$ cat src/rtl/cycle_timing_sequencer_if.sv
`default_nettype none
// ============================================================================
//  Module      : cycle_timing_sequencer_if
//  Description : Bus/control bundle between RDY logic, decode and the
//                cycle timing sequencer (inputs from the core, strobes out).
//  Revision    : 1.0 - initial release
// ============================================================================
interface cycle_timing_sequencer_if #(
  parameter int NUM_T = 8
);
  localparam int c_step_w = $clog2(NUM_T);

  logic                rdy;
  logic                rw;
  logic                tz_pre_n;
  logic                t_end;
  logic                t_abort;
  logic [NUM_T-1:0]    timing_n;
  logic                sync;
  logic                fetch;
  logic [c_step_w-1:0] step;
  logic                last;
  logic                overrun;

  // Core side: drives bus status and decode hints, consumes strobes.
  modport master (
    output rdy, rw, tz_pre_n, t_end, t_abort,
    input  timing_n, sync, fetch, step, last, overrun
  );

  // Sequencer side.
  modport slave (
    input  rdy, rw, tz_pre_n, t_end, t_abort,
    output timing_n, sync, fetch, step, last, overrun
  );
endinterface
`default_nettype wire

$ cat src/rtl/cycle_timing_sequencer.sv
`default_nettype none
// ============================================================================
//  Module      : cycle_timing_sequencer
//  Description : Per-instruction cycle-step strobe generator. One-hot step
//                vector T1..T(NUM_T-1) plus a T0 (last cycle) flag, with RDY
//                stalls, abort restart, forced end and sticky overrun.
//  Revision    : 1.0 - initial release
// ============================================================================
module cycle_timing_sequencer #(
  parameter int NUM_T          = 8,
  parameter bit STALL_ON_WRITE = 1'b0
) (
  input  logic                     clk,
  input  logic                     res_n,
  cycle_timing_sequencer_if.slave  bus
);

  localparam int c_step_w = $clog2(NUM_T);
  localparam logic [NUM_T-1:1] c_s_t1 = {{(NUM_T-2){1'b0}}, 1'b1};
  localparam logic [NUM_T-1:1] c_s_t2 = {{(NUM_T-3){1'b0}}, 2'b10};

  logic [NUM_T-1:1]    r_s;
  logic                r_t0;
  logic                r_overrun;
  logic [NUM_T-1:1]    w_s_nxt;
  logic                w_t0_nxt;
  logic                w_overrun_nxt;
  logic                w_adv;
  logic [c_step_w-1:0] w_step;

  // Write cycles may bypass RDY so a stall only ever freezes reads by default.
  assign w_adv = bus.rdy | (~bus.rw & ~STALL_ON_WRITE);

  // State register: reset parks the sequencer in T1 so the first cycle fetches.
  always_ff @(posedge clk or negedge res_n) begin
    if (!res_n) begin
      r_s       <= c_s_t1;
      r_t0      <= 1'b0;
      r_overrun <= 1'b0;
    end else begin
      r_s       <= w_s_nxt;
      r_t0      <= w_t0_nxt;
      r_overrun <= w_overrun_nxt;
    end
  end

  // Next-state: abort beats stall, stall beats everything else.
  always_comb begin
    w_s_nxt       = r_s;
    w_t0_nxt      = r_t0;
    w_overrun_nxt = r_overrun;
    if (bus.t_abort) begin
      w_s_nxt  = c_s_t1;
      w_t0_nxt = 1'b0;
    end else if (!w_adv) begin
      w_s_nxt  = r_s;
      w_t0_nxt = r_t0;
    end else if (r_t0) begin
      // Final cycle done: next instruction starts with an opcode fetch.
      w_s_nxt  = c_s_t1;
      w_t0_nxt = 1'b0;
    end else if (r_s[1]) begin
      // Two-cycle ops overlap T0 with T2 straight after the fetch.
      w_s_nxt  = c_s_t2;
      w_t0_nxt = ~bus.tz_pre_n | bus.t_end;
    end else if (r_s[NUM_T-1]) begin
      // Out of steps: force a T0-only cycle and remember the missing t_end.
      w_s_nxt  = '0;
      w_t0_nxt = 1'b1;
      if (!bus.t_end) begin
        w_overrun_nxt = 1'b1;
      end
    end else begin
      w_s_nxt  = {r_s[NUM_T-2:1], 1'b0};
      w_t0_nxt = bus.t_end;
    end
  end

  // Outputs: pure decodes of registered state, except fetch which needs adv.
  always_comb begin
    w_step = '0;
    for (int i = 1; i < NUM_T; i++) begin
      if (r_s[i]) begin
        w_step = w_step | c_step_w'(i);
      end
    end
    bus.timing_n = ~{r_s, r_t0};
    bus.sync     = r_s[1];
    bus.fetch    = r_s[1] & w_adv;
    bus.step     = w_step;
    bus.last     = r_t0;
    bus.overrun  = r_overrun;
  end

endmodule
`default_nettype wire

$ cat src/flat_wrapper.sv
// flat-port wrapper written by rule: the top's interface ports become plain ports
module cycle_timing_sequencer_flat 
#(
  parameter int NUM_T          = 8,
  parameter bit STALL_ON_WRITE = 1'b0
)
  (clk, res_n, bus_rdy, bus_rw, bus_tz_pre_n, bus_t_end, bus_t_abort, bus_timing_n, bus_sync, bus_fetch, bus_step, bus_last, bus_overrun);
  cycle_timing_sequencer_if #(.NUM_T(NUM_T)) bus_i ();
  input  logic clk;
  input  logic res_n;
  input wire logic [$bits(bus_i.rdy)-1:0] bus_rdy;
  input wire logic [$bits(bus_i.rw)-1:0] bus_rw;
  input wire logic [$bits(bus_i.tz_pre_n)-1:0] bus_tz_pre_n;
  input wire logic [$bits(bus_i.t_end)-1:0] bus_t_end;
  input wire logic [$bits(bus_i.t_abort)-1:0] bus_t_abort;
  output wire logic [$bits(bus_i.timing_n)-1:0] bus_timing_n;
  output wire logic [$bits(bus_i.sync)-1:0] bus_sync;
  output wire logic [$bits(bus_i.fetch)-1:0] bus_fetch;
  output wire logic [$bits(bus_i.step)-1:0] bus_step;
  output wire logic [$bits(bus_i.last)-1:0] bus_last;
  output wire logic [$bits(bus_i.overrun)-1:0] bus_overrun;
  assign bus_i.rdy = bus_rdy;
  assign bus_i.rw = bus_rw;
  assign bus_i.tz_pre_n = bus_tz_pre_n;
  assign bus_i.t_end = bus_t_end;
  assign bus_i.t_abort = bus_t_abort;
  assign bus_timing_n = bus_i.timing_n;
  assign bus_sync = bus_i.sync;
  assign bus_fetch = bus_i.fetch;
  assign bus_step = bus_i.step;
  assign bus_last = bus_i.last;
  assign bus_overrun = bus_i.overrun;
  cycle_timing_sequencer #(.NUM_T(NUM_T), .STALL_ON_WRITE(STALL_ON_WRITE)) u_core (.clk(clk), .res_n(res_n), .bus(bus_i));
endmodule
$ cat config.mk
export PLATFORM = sky130hd
export DESIGN_NAME = cycle_timing_sequencer_flat
export DESIGN_NICKNAME = d
export VERILOG_FILES = /design/src/rtl/cycle_timing_sequencer_if.sv /design/src/rtl/cycle_timing_sequencer.sv /design/src/flat_wrapper.sv
export SDC_FILE = /design/constraint.sdc
export NUM_CORES = 1
export LEC_CHECK = 0
export ABC_CLOCK_PERIOD_IN_PS = 1500
export BUFFER_PORTS_ARGS = -buffer_cell sky130_fd_sc_hd__buf_2
export CORE_AREA = 2 2 39 41
export CTS_CLUSTER_DIAMETER = 150
export DETAILED_ROUTE_END_ITERATION = 7
export DIE_AREA = 0 0 41 43
export PLACE_DENSITY = 0.59
export SETUP_SLACK_MARGIN = 0.3
export SYNTH_ARGS = -nofsm -noshare
export SYNTH_HDL_FRONTEND = slang
export SYNTH_SLANG_ARGS = --single-unit
$ cat constraint.sdc
create_clock -name clk -period 1.5 [get_ports clk]
set_clock_uncertainty 0.2 [all_clocks]
set_input_delay 0.225 -clock clk [delete_from_list [all_inputs] [get_ports clk]]
set_output_delay 0.225 -clock clk [all_outputs]
set_load 0.01 [all_outputs]
==> flow_summary.json, run 1 <==
{
  "die_w_um": 41,
  "avgSynthCellArea_um2": 11.0,
  "status": "finished, violations left",
  "path_class": "flop to output port",
  "grtUsageMet2_pct": 24.4,
  "grt_util_all_layers_pct": 14.2,
  "worst_hold_startpoint": "bus_t_end",
  "clkPwrFrac_pct": 29.7,
  "seqPwrFrac_pct": 43.0,
  "ir_drop_v": 0.000425,
  "dr.first_iter.drc_count": 4,
  "setup_viol_count_final": 12,
  "io_pins": 22,
  "cts_tree": "yes",
  "reg2reg_slack_ps": -50,
  "hp-class": "primary input to flop",
  "drive_above_1_share_pct": 72.2,
  "grt_pass1_wl_um": 1680,
  "ant_nets": 0,
  "gr-usage-met1_pct": 14.4,
  "postSynthCellCount": 39,
  "cp-end-kind": "output port",
  "first_pass_iters": 3,
  "slowest_stage": "dfrtp_1",
  "fin_util_pct": 58.5,
  "start_util_pct": 31.0,
  "synth_area_um2": 429,
  "core_area_um2": 1380,
  "drt-total-wl_um": 1110,
  "antenna_found_initial": 0,
  "holdPathEnd": "u_core.bus.last",
  "start_kind": "flop",
  "grt_pass1_vias": 418,
  "p_int_mw": 0.455,
  "cp.required_ps": 1070,
  "cts-buffers-inserted": 3,
  "ys_seq_elements": 9,
  "rsz0062_at_grt": "true",
  "syn2layout_area_growth_pct": 88.6,
  "finalPower_mw": 0.619,
  "hold_violations": 0,
  "power.density_nw_per_um2": 764,
  "setup_slack_ps": -249,
  "grt-ovfl-total": 0,
  "relSlewSlack_pct": 78.8,
  "drc": 0,
  "critPathArrivalTime_ps": 1320,
  "cts-htree-levels": 1,
  "met3_usage_pct": 3.66,
  "worstMarginPinSlew_ps": 315,
  "fp.dieH_um": 43,
  "fin_crit_sh_pct": 117,
  "hold_depth": 3,
  "port_buffers": 21,
  "cts_max_path_buffers": 2,
  "yosys_warnings": 0,
  "synth_nets": 46,
  "timing.hold.ws_ps": 88.4,
  "switching_share_pct": 26.5,
  "cp_top_family": "simple AND/OR/NAND/NOR gates",
  "critPathMaxFanout": 2,
  "violations": "negative setup slack",
  "grt-busiest-layer": "met2",
  "p_switching_mw": 0.164,
  "synth_seq_area_share_pct": 52.8,
  "leakagePower_nw": 0.416,
  "num_rows": 14,
  "root_buffer": "clkbuf_4",
  "num_vias": 445,
  "routedWlPerCell_um": 11.6,
  "combPwrFrac_pct": 27.3,
  "r2r-end": "u_core.r_s[7]",
  "cts.clk_slew.worst_paths_ps": 60,
  "reg2reg_from": "u_core.r_s[7]",
  "cp_num_buf_inv": 1,
  "worst_r2r_path_depth": 5,
  "fin_crit_ps": 1750,
  "cts_num_sinks": 9,
  "cap_viol_max_count": 0,
  "filler_cell_count": 114,
  "max_freq_mhz": 572,
  "nNetsFinal": 87,
  "crit_chain": "or2_4 > or3_4 > buf_6",
  "dp_hpwl_um": 736,
  "antennaDiodeCount": 0,
  "place_congestion": 0.675,
  "synth.distinct_cells": 17,
  "max_stage_delay_ps": 380,
  "vias_per_cell": 4.68,
  "drv_slew": 0,
  "crit_cells": 3,
  "die-area_um2": 1760,
  "clk_latency_ps": 260,
  "grt_max_degree": 10
}
==> per-stage QoR <==
stage | instances | TNS, ps | area [um^2] | worst slack [ps]
floorplan | 39 | 0 | 445 | 90.1
global placement | 78 | -4.05 | 586 | -4.05
detailed placement | 78 | -9.99 | 586 | -9.99
CTS | 90 | -663 | 732 | -247
global route | 95 | -1340 | 810 | -272
finish | 95 | -773 | 810 | -249
==> worst reg2reg max path: cells and delay by family, from the launching register on <==
family,cells,cell delay [ps]
buffers and inverters,2,240
and+or+nand+nor,2,460
AOI/OAI and AO/OA,1,190
DFF,1,380
==> worst max-delay path by stage <==
stage / startpoint / end / slack (ps)
after floorplan: u_core.r_s[7] / bus_step[0] / 90
after global placement: u_core.r_s[7] / bus_step[0] / -4
after detailed placement: u_core.r_s[7] / bus_step[0] / -10
after CTS: u_core.r_s[1] / bus_step[0] / -250
after global routing: u_core.r_s[1] / bus_step[0] / -270
final: u_core.r_s[7] / bus_step[0] / -250
==> kinds of logic after synthesis <==
kind of cell / after synthesis / synth area share (%)
and+or+nand+nor: 11 / 19.0
DFF: 9 / 52.8
buffers and inverters: 9 / 8.75
AOI/OAI and AO/OA: 10 / 19.5
==> per-layer routing <==
layer | vias up | routed length [um]
met5 | - | 0
met1 | 206 | 402
met4 | 0 | 23
li1 | 217 | -
met2 | 18 | 611
met3 | 4 | 70
==> power by group through the flow <==
stage          clock network (mW)  logic (mW)  registers (mW)
2_1_floorplan                   0      0.0565           0.272
3_3_place_gp                    0       0.109           0.268
3_5_place_dp                    0       0.109           0.269
4_1_cts                     0.190       0.146           0.266
5_1_grt                     0.203       0.182           0.267
6_report                    0.184       0.169           0.266
==> repair_timing <==
| action | CTS | global route |
|---|---|---|
| hold endpoints to repair | 9 | 0 |
| endpoints found under the setup margin | 22 | 24 |
| pin swaps | 3 | 7 |
| resized for setup | 14 | 12 |
| buffers inserted | 7 | 5 |
| hold buffers | 1 | 0 |
==> cell usage after synthesis <==
master   instances  share of area, %
dfstp_2          1               6.1
nor3_1           1               1.2
dfrtp_1          8                47
or2_4            1               2.0
a21oi_1          1               1.2
a31o_2           1               2.0
inv_1            8               7.0
nand2_1          1              0.87
nand4_1          2               2.9
nor2b_2          1               2.0
nor2_1           2               1.7
nor2b_1          1               1.5
or3_2            1               1.7
a22o_1           7                14
a21o_2           1               2.0
buf_4            1               1.7
nor4_4           1               5.0
==> flip-flops by register name (all words and copies together), names as in the netlist <==
signal	count
u_core.bus.overrun	1
u_core.bus.last	1
u_core.r_s	7
==> layout by cell type (no fill, tap or decap), drive strengths merged <==
master,count
a21oi,1
or2,1
a22o,7
dlygate4sd3,1
inv,8
nand2,1
or3,1
dfrtp,8
nor3,1
a31o,1
buf,36
nor4,1
dfstp,1
clkbuf,4
nor2b,2
a21o,1
nor2,2
nand4,2
==> layout make-up <==
cell class,instances,area (um^2),share of cell area (%)
Sequential cell,9,228,28.1
Timing Repair Buffer,37,309,38.2
Inverter,8,35.0,4.33
Multi-Input combinational cell,21,191,23.6
Clock buffer,4,26.3,3.25
Tap cell,16,20.0,2.47
Note: power is estimated with default switching activity, not from simulation.
==> run 2, diff against run 1 <==
Settings changed: RECOVER_POWER set to 100.
==> run 2 against run 1 <==
Sequential power hardly changed. Combinational power hardly changed. First-iteration DRC count did not move. Global-route usage did not move. The run still ends with negative setup slack left. Maximum frequency hardly changed. Non-clock buffer count stayed put. Critical path depth stayed put. Routed wire length up 0.18%. Total power is 0.31% lower.
==> flow_summary.json, run 2 (synthesis gave the netlist of run 1 again) <==
{
  "drive_above_1_share_pct": 63.3,
  "num_rows": 14,
  "critPathArrivalTime_ps": 1320,
  "start_util_pct": 31.0,
  "r2r-end": "u_core.r_s[7]",
  "holdPathEnd": "u_core.bus.last",
  "worstMarginPinSlew_ps": 485,
  "worst_r2r_path_depth": 5,
  "setup_slack_ps": -249,
  "ir_drop_v": 0.000424,
  "antennaDiodeCount": 0,
  "first_pass_iters": 3,
  "ant_nets": 0,
  "grt-ovfl-total": 0,
  "fin_crit_ps": 1750,
  "routedWlPerCell_um": 11.7,
  "status": "finished, violations left",
  "timing.hold.ws_ps": 88.5,
  "switching_share_pct": 26.5,
  "dr.first_iter.drc_count": 4,
  "port_buffers": 21,
  "relSlewSlack_pct": 67.7,
  "drt-total-wl_um": 1110,
  "cp.required_ps": 1070,
  "setup_viol_count_final": 12,
  "hold_violations": 0,
  "grt_pass1_wl_um": 1680,
  "cts_tree": "yes",
  "drc": 0,
  "hold_depth": 3,
  "violations": "negative setup slack",
  "max_flop_register": "u_core.r_s",
  "cts_num_sinks": 9,
  "antenna_found_initial": 0,
  "combPwrFrac_pct": 27.2,
  "io_pins": 22,
  "syn2layout_area_growth_pct": 87.2,
  "grt_max_degree": 10,
  "pre_cts_slack_ps": -9.99,
  "final_common_cell": "buf_6",
  "rsz0062_at_grt": "true",
  "place_congestion": 0.675,
  "core_area_um2": 1380,
  "nNetsFinal": 87,
  "seqPwrFrac_pct": 43.0,
  "p_switching_mw": 0.164,
  "critPathMaxFanout": 2,
  "cts-htree-levels": 1,
  "leakagePower_nw": 0.405,
  "cts_max_path_buffers": 2,
  "setup_tns_ps": -810,
  "dp_hpwl_um": 736,
  "num_vias": 446,
  "reg2reg_slack_ps": -50,
  "fp.dieH_um": 43,
  "die-area_um2": 1760,
  "grt_util_all_layers_pct": 14.2,
  "largest_register_ffs": 7,
  "clk_latency_ps": 260,
  "finalPower_mw": 0.617,
  "filler_cell_count": 114,
  "clkPwrFrac_pct": 29.8,
  "start_kind": "flop",
  "die_w_um": 41,
  "power.density_nw_per_um2": 768,
  "vias_per_cell": 4.69,
  "p_int_mw": 0.453,
  "hp-class": "primary input to flop",
  "cp-end-kind": "output port",
  "worst_hold_startpoint": "bus_t_end",
  "reg2reg_from": "u_core.r_s[7]",
  "fin_crit_sh_pct": 117,
  "layout_common_cells": "buf_6 (15), buf_4 (10), buf_2 (8)",
  "cts-buffers-inserted": 3,
  "grt_pass1_vias": 418,
  "path_class": "flop to output port",
  "root_buffer": "clkbuf_4",
  "drv_slew": 0,
  "cap_viol_max_count": 0,
  "cts.clk_slew.worst_paths_ps": 60,
  "max_freq_mhz": 572
}
-- run 2: worst max path at each step --
stage | startpoint | endpoint | depth (start not counted)
3_3_place_gp | u_core.r_s[7] | bus_step[0] | 3
5_1_grt | u_core.r_s[1] | bus_step[0] | 3
4_1_cts | u_core.r_s[1] | bus_step[0] | 3
2_1_floorplan | u_core.r_s[7] | bus_step[0] | 2
6_report | u_core.r_s[7] | bus_step[0] | 3
3_5_place_dp | u_core.r_s[7] | bus_step[0] | 3
-- run 2: worst max-delay path, stage by stage (launching register included) --
cell and delay, ps:
dfrtp_1 380, or2_4 230, or3_4 320, buf_6 130
-- run 2: metrics by stage --
| stage | instances | cell area (um^2) | utilization [%] |
|---|---|---|---|
| 2_1_floorplan | 39 | 445 | - |
| 3_3_place_gp | 78 | 586 | 42.3 |
| 3_5_place_dp | 78 | 586 | 42.3 |
| 4_1_cts | 90 | 732 | 52.9 |
| 5_1_grt | 95 | 803 | 58.0 |
| 6_report | 95 | 803 | 58.0 |
-- run 2: cell type report --
| type | instances | area, um^2 | area share, % |
|---|---|---|---|
| timing repair buffer | 37 | 305 | 38.0 |
| multi-input combinational | 21 | 191 | 23.8 |
| inverter | 8 | 32.5 | 4.05 |
| sequential | 9 | 228 | 28.3 |
| clock buffer | 4 | 26.3 | 3.27 |
| tap | 16 | 20.0 | 2.49 |
-- run 2: what timing repair did --
item | CTS | global route
buffers inserted | 7 | 5
hold endpoints to repair | 9 | 0
endpoints found under the setup margin | 22 | 24
resized for setup | 14 | 12
pin swaps | 3 | 7
hold buffers | 1 | 0
-- run 2: power by group through the flow --
stage | Combinational, mW | Clock [mW] | Sequential [mW]
2_1_floorplan | 0.0565 | 0 | 0.272
3_3_place_gp | 0.109 | 0 | 0.268
3_5_place_dp | 0.109 | 0 | 0.269
4_1_cts | 0.146 | 0.190 | 0.266
5_1_grt | 0.181 | 0.203 | 0.267
6_report | 0.168 | 0.184 | 0.265
-- run 2: routing by layer --
metal / GRT usage, % / vias to the layer above / share of wire [%] / wire (um)
li1: - / 218 / - / -
met4: 8.00 / 0 / 2.1 / 23
met1: 14.4 / 206 / 36 / 403
met3: 3.66 / 4 / 6.3 / 70
met2: 24.4 / 18 / 55 / 611
met5: 0 / - / 0 / 0
